### src/rtl/rst_seq_pkg.sv
// ---------------------------------------------------------------------------
// rst_seq_pkg
//   Shared definitions for the reset sequencer: FSM state encoding (which is
//   also the externally visible o_state code), channel-count limit and a
//   lowest-set-bit helper used to pick the next channel to release.
// ---------------------------------------------------------------------------
package rst_seq_pkg;

    localparam logic [1:0] STATE_CODE_IDLE    = 2'd0;
    localparam logic [1:0] STATE_CODE_HOLD    = 2'd1;
    localparam logic [1:0] STATE_CODE_RELEASE = 2'd2;
    localparam logic [1:0] STATE_CODE_DONE    = 2'd3;

    typedef enum logic [1:0] {
        ST_IDLE    = STATE_CODE_IDLE,
        ST_HOLD    = STATE_CODE_HOLD,
        ST_RELEASE = STATE_CODE_RELEASE,
        ST_DONE    = STATE_CODE_DONE
    } seq_state_e;

    localparam int unsigned MAX_CH = 8;

    // Isolates the least significant set bit of mask (zero if mask is zero).
    function automatic logic [MAX_CH-1:0] lowest_set(input logic [MAX_CH-1:0] mask);
        return mask & (~mask + {{(MAX_CH-1){1'b0}}, 1'b1});
    endfunction

endpackage

### src/rtl/lock_sync.sv
// ---------------------------------------------------------------------------
// lock_sync
//   Two-flop synchroniser for the asynchronous PLL lock flag.
//   Ports:
//     clk      - sampling clock
//     arst_n   - asynchronous active-low reset, output forced to 0
//     async_in - asynchronous input
//     sync_out - synchronised output (two clk cycles of latency)
// ---------------------------------------------------------------------------
module lock_sync (
    input  logic clk,
    input  logic arst_n,
    input  logic async_in,
    output logic sync_out
);

    logic meta;

    always_ff @(posedge clk or negedge arst_n) begin
        if (!arst_n) begin
            meta     <= 1'b0;
            sync_out <= 1'b0;
        end else begin
            meta     <= async_in;
            sync_out <= meta;
        end
    end

endmodule

### src/rtl/rst_sequencer.sv
// ---------------------------------------------------------------------------
// rst_sequencer
//   Holds all channel resets asserted for HOLD_CYC cycles after the PLL locks,
//   then releases the enabled channels one at a time, lowest index first,
//   STEP_CYC cycles apart. Lock loss returns to IDLE (and is counted); a
//   software request restarts the sequence from HOLD.
//   Ports:
//     clk          - clock, rising edge
//     arst_n       - asynchronous active-low reset
//     i_lock       - asynchronous PLL locked flag
//     i_sw_rst     - synchronous re-sequence request (level)
//     i_ch_en      - per-channel enable, captured on RELEASE entry
//     o_rst_n      - per-channel active-low resets (registered)
//     o_done       - high while in DONE
//     o_state      - current state code (IDLE=0 HOLD=1 RELEASE=2 DONE=3)
//     o_relock_cnt - saturating count of lock-loss events
// ---------------------------------------------------------------------------
module rst_sequencer
    import rst_seq_pkg::*;
#(
    parameter int unsigned NUM_CH   = 4,
    parameter int unsigned HOLD_CYC = 65535,
    parameter int unsigned STEP_CYC = 1024
) (
    input  logic              clk,
    input  logic              arst_n,
    input  logic              i_lock,
    input  logic              i_sw_rst,
    input  logic [NUM_CH-1:0] i_ch_en,
    output logic [NUM_CH-1:0] o_rst_n,
    output logic              o_done,
    output logic [1:0]        o_state,
    output logic [7:0]        o_relock_cnt
);

    localparam int unsigned HOLD_W = $clog2(HOLD_CYC + 1);
    localparam int unsigned STEP_W = $clog2(STEP_CYC + 1);
    localparam int unsigned CNT_W  = (HOLD_W > STEP_W) ? HOLD_W : STEP_W;

    // The down-counter is loaded with N-1 so that a phase lasts exactly N cycles.
    localparam logic [CNT_W-1:0] HOLD_LOAD = CNT_W'(HOLD_CYC - 1);
    localparam logic [CNT_W-1:0] STEP_LOAD = CNT_W'(STEP_CYC - 1);
    localparam logic [CNT_W-1:0] CNT_ONE   = CNT_W'(1);

    if (NUM_CH < 1 || NUM_CH > MAX_CH) begin : g_bad_num_ch
        $error("rst_sequencer: NUM_CH must be in 1..8");
    end
    if (HOLD_CYC < 1) begin : g_bad_hold
        $error("rst_sequencer: HOLD_CYC must be at least 1");
    end
    if (STEP_CYC < 1) begin : g_bad_step
        $error("rst_sequencer: STEP_CYC must be at least 1");
    end

    logic              lock_s;
    seq_state_e        state;
    logic [CNT_W-1:0]  cnt;
    // Enabled channels still waiting to be released; loaded from i_ch_en on
    // RELEASE entry, so it is the latched enable minus already released bits.
    logic [NUM_CH-1:0] pend;
    logic [NUM_CH-1:0] first_ch;
    logic [NUM_CH-1:0] next_ch;

    lock_sync u_lock_sync (
        .clk      (clk),
        .arst_n   (arst_n),
        .async_in (i_lock),
        .sync_out (lock_s)
    );

    assign first_ch = NUM_CH'(lowest_set(MAX_CH'(i_ch_en)));
    assign next_ch  = NUM_CH'(lowest_set(MAX_CH'(pend)));
    assign o_state  = state;

    always_ff @(posedge clk or negedge arst_n) begin
        if (!arst_n) begin
            state        <= ST_IDLE;
            cnt          <= '0;
            pend         <= '0;
            o_rst_n      <= '0;
            o_done       <= 1'b0;
            o_relock_cnt <= '0;
        end else begin
            unique case (state)
                ST_IDLE: begin
                    o_rst_n <= '0;
                    o_done  <= 1'b0;
                    pend    <= '0;
                    if (lock_s) begin
                        state <= ST_HOLD;
                        cnt   <= HOLD_LOAD;
                    end else begin
                        cnt <= '0;
                    end
                end
                default: begin
                    // Lock loss outranks a simultaneous software request.
                    if (!lock_s) begin
                        state   <= ST_IDLE;
                        cnt     <= '0;
                        pend    <= '0;
                        o_rst_n <= '0;
                        o_done  <= 1'b0;
                        if (o_relock_cnt != '1) begin
                            o_relock_cnt <= o_relock_cnt + 8'd1;
                        end
                    end else if (i_sw_rst && (state != ST_HOLD)) begin
                        state   <= ST_HOLD;
                        cnt     <= HOLD_LOAD;
                        pend    <= '0;
                        o_rst_n <= '0;
                        o_done  <= 1'b0;
                    end else if (state == ST_HOLD) begin
                        if (cnt == '0) begin
                            // First RELEASE cycle already shows the lowest
                            // enabled channel released.
                            state   <= ST_RELEASE;
                            o_rst_n <= first_ch;
                            pend    <= i_ch_en & ~first_ch;
                            cnt     <= STEP_LOAD;
                        end else begin
                            cnt <= cnt - CNT_ONE;
                        end
                    end else if (state == ST_RELEASE) begin
                        if (pend == '0) begin
                            state  <= ST_DONE;
                            o_done <= 1'b1;
                        end else if (cnt == '0) begin
                            o_rst_n <= o_rst_n | next_ch;
                            pend    <= pend & ~next_ch;
                            cnt     <= STEP_LOAD;
                        end else begin
                            cnt <= cnt - CNT_ONE;
                        end
                    end
                    // DONE holds its outputs until lock loss or i_sw_rst.
                end
            endcase
        end
    end

endmodule
### config.mk
export PLATFORM = sky130hd
export DESIGN_NAME = rst_sequencer
export DESIGN_NICKNAME = d
export VERILOG_FILES = /design/src/rtl/rst_seq_pkg.sv /design/src/rtl/lock_sync.sv /design/src/rtl/rst_sequencer.sv
export SDC_FILE = /design/constraint.sdc
export NUM_CORES = 1
export LEC_CHECK = 0
export CAP_MARGIN = 15
export CORE_MARGIN = 1
export CORE_UTILIZATION = 56
export DETAILED_ROUTE_END_ITERATION = 8
export GPL_TIMING_DRIVEN = 0
export PLACE_DENSITY_LB_ADDON = 0.1
export SETUP_SLACK_MARGIN = 0.15
export SLEW_MARGIN = 5
export SYNTH_ARGS = -nofsm -noshare
export SYNTH_HDL_FRONTEND = slang
export SYNTH_HIERARCHICAL = 1
export SYNTH_SLANG_ARGS = --single-unit
### constraint.sdc
create_clock -name clk -period 2.5 [get_ports clk]
set_clock_uncertainty 0.1 [all_clocks]
set_input_delay 0.75 -clock clk [delete_from_list [all_inputs] [get_ports clk]]
set_output_delay 0.75 -clock clk [all_outputs]
set_load 0.02 [all_outputs]
==> parameters.txt <==
Parameter                              Value

Outcome
  Status    completed

Logic synthesis
  Number of standard cells after synthesis    231
  Count leader, synth    dfrtp_1
  Share of synthesized flip-flops with an asynchronous set or reset    1.00
  Synthesized area    2150 µm²
  Post-synthesis cell type with the largest combined area    dfrtp_1
  Number of synthesis warnings    6
  Main flop type after synthesis    dfrtp_1
  Area fraction of the dominant cell type after synthesis    0.419
  Post-synthesis sequential area ratio    0.419
  Number of synthesized flops with an enable pin    0
  Library cells used by synthesis    53
  #FFs+latches synth    36
  Ranking of synthesized cells by instance count    36 x dfrtp_1, 25 x o21ai_0, 24 x nand2_1
  Largest cells by area after synthesis    dfrtp_1 42%, o21ai_0 5.8%, nand2_1 4.2%, ha_1 3.5%, a21oi_1 3.0%
  Synth Net Count    245
  Synthesized area per cell    9.31 µm²

Routing
  Drt pass-1 iters    4
  Antenna violation net count after detailed routing    0
  Residual DRC    0
  Detailed-route via count    1854
  Avg Vias per Cell    6.00
  Final wirelength    4.57 mm
  Initial DRC count    167
  Detail-routed net length per standard cell    14.8 µm

Pwr
  P_int    1570 µW
  Combinational share of power    0.475
  Sw Pwr    1210 µW
  Power density of the placed cells    1090 nW/µm²
  Clock network power share    0.156
  Switching power share of the total    0.434
  Pleak    0.000975 µW
  Share of power burned in registers    0.369
  Overall Power    2770 µW
  IR drop worst, VDD    0.680 mV

Setup path
  Number of buffers and inverters on the critical path    2
  Category of cells accounting for the largest share of critical-path delay    simple AND/OR/NAND/NOR gates
  Master of the slowest instance on the critical path    dfrtp_1
  Launching element type of the critical path    flip-flop
  Critical path peak fanout    9
  Worst setup path class    flip-flop to flip-flop
  Kind of end point of the critical path    flip-flop
  Crit-path cells    inv_1 > ha_1 > buf_2 > nor4_1 > nor2b_1 > nor2_1 > a21oi_1 > o221a_2
  Stage delay of the slowest cell on the critical path    0.41 ns
  Endpoint arrival time on the critical path    2.30 ns
  Required arrival time at the worst endpoint    2.57 ns

Timing
  Final number of max-transition violations    0
  Setup ws final    0.269 ns
  Min cycle time layout    2.23 ns
  Rel. slew slack    0.470
  Worst-Margin Slew    0.795 ns
  Final hold violation count    0
  Final count of negative-setup-slack endpoints    0
  Share of the clock period used by the worst path after layout    0.892
  Setup TNS    0 ns
  Setup repair after global routing missed its margin    true
  Max frequency    448 MHz

Layout
  Total Nets Final    275
  Diode insertion count for antenna repair    0
  Post-layout utilization of the core    0.696
  Area growth from synthesis to layout    18.5%
  Share of cells above drive strength 1    0.138

Placement
  Quantity of I/O buffers inserted on ports    22
  Weighted congestion at the end of routability-driven global placement    0.915
  Post-placement setup slack    -0.0572 ns
  Hpwl dp    3.25 mm

Clocking
  TritonCTS Buffers    5
  CTS tree    yes
  Clock Latency Late Sink    0.28 ns
  Clock slew at reported path FFs    0.07 ns
  Deepest level of the CTS H-tree    2
  Buffer levels on the longest clock path    2
  Total clock sinks    36
  Cell chosen for the clock root    clkbuf_8

Global route
  Vias in the first global route    1712
  Antenna violations before repair    0
  Total Routing Usage GR    0.246
  Global-route wire length before repair    7.80 mm
  Overflow left after global routing    0
  Maximum number of pins on one net before global-route repair    37

Floorplan
  Die Outline Area    4090 µm²
  Core area    3660 µm²
  Initial cell density of the core    0.587
  Die outline height    64.0 µm
  Site row count    22
  Die Span X    64.0 µm
  Number of I/O pins    23

Hold path
  Class of the tightest hold or removal check    flip-flop to flip-flop

Run
  Maximum Capacitance Violations    0
-- worst reg2reg max path, cell delays in order, from the launching register on --
cell	delay, ns
dfrtp_1	0.41
inv_1	0.10
ha_1	0.18
buf_2	0.17
nor4_1	0.28
nor2b_1	0.17
nor2_1	0.38
a21oi_1	0.09
o221a_2	0.26
-- cell type report --
cell class                 instances  area, µm²
timing repair buffer              23        223
tap                               48       60.1
clock buffer                       7       96.3
sequential                        36        902
inverter                           6       22.5
buffer                            12       57.6
fill                             306       1110
multi-input combinational        177       1190
-- registers in the layout, indices dropped and copies added, names as in the netlist --
| signal | flops |
|---|---|
| o_relock_cnt | 8 |
| o_state | 2 |
| u_lock_sync/meta | 1 |
| o_rst_n | 4 |
| u_lock_sync/sync_out | 1 |
| o_done | 1 |
| cnt | 16 |
| pend | 3 |
-- logic make-up after synthesis --
kind of cell    share of synthesized area
simple gates                        0.259
compound gates                      0.207
flops                               0.419
buf+inv                            0.0367
xor+xnor                           0.0285
fa+ha+maj                          0.0349
mux                                0.0146
-- placed cells by master, fill, tap and decap left out, types with 2 or more instances in the layout --
| cell type | n |
|---|---|
| nor4_1 | 4 |
| buf_4 | 2 |
| and3_1 | 3 |
| nor4_4 | 2 |
| a32o_1 | 4 |
| nand4_1 | 8 |
| a21oi_1 | 12 |
| nand3b_1 | 2 |
| o221a_2 | 3 |
| clkdlybuf4s50_1 | 21 |
| or3_1 | 2 |
| inv_1 | 6 |
| clkbuf_8 | 7 |
| nand3_1 | 12 |
| nor2_1 | 15 |
| or4_1 | 2 |
| nand2b_1 | 2 |
| a31oi_1 | 3 |
| buf_2 | 6 |
| ha_1 | 6 |
| o21ai_0 | 25 |
| mux2i_1 | 2 |
| clkbuf_2 | 2 |
| xnor2_1 | 6 |
| clkbuf_1 | 4 |
| nor2b_1 | 3 |
| dfrtp_1 | 35 |
| nor3_1 | 9 |
| nand2_1 | 24 |
-- power by group through the flow --
stage                     Sequential (µW)  Combinational (µW)  Clock (µW)
final                                1020                1320         433
after global routing                 1060                1460         468
after CTS                            1010                1290         443
after detailed placement             1020                1280           0
after global placement               1020                1260           0
after floorplan                      1050                 869           0
-- per-layer routing --
layer | share of wire | GRT usage
met1 | 0.49 | 0.353
met2 | 0.46 | 0.382
met3 | 0.046 | 0.0482
met4 | 0.0035 | 0.0597
met5 | 0 | 0
-- metrics by stage --
stage | area (µm²) | hold slack, ns | instances
CTS | 2520 | 0.250 | 308
finish | 2550 | 0.248 | 309
global route | 2550 | 0.275 | 309
detailed placement | 2420 | 0.235 | 301
global placement | 2430 | 0.235 | 301
floorplan | 2150 | 0.231 | 231
-- worst paths after layout --
kind	from	end	slack, ns	cells past startpoint
setup / recovery	o_state[1]	cnt[8]	0.27	8
hold / removal	u_lock_sync/meta	u_lock_sync/sync_out	0.25	0
setup reg to reg	o_state[1]	cnt[8]	0.27	8
hold reg to reg	u_lock_sync/meta	u_lock_sync/sync_out	0.25	0
max in group asynchronous	arst_n	o_state[0]	1.30	1
min in group asynchronous	arst_n	pend[3]	0.45	1
-- repair_timing --
item / CTS / global route
hold buffers: 0 / 0
setup buffers: 0 / 1
gates resized for setup: 0 / 6
setup endpoints to repair: 0 / 12
(Power assumes the default switching activity.)
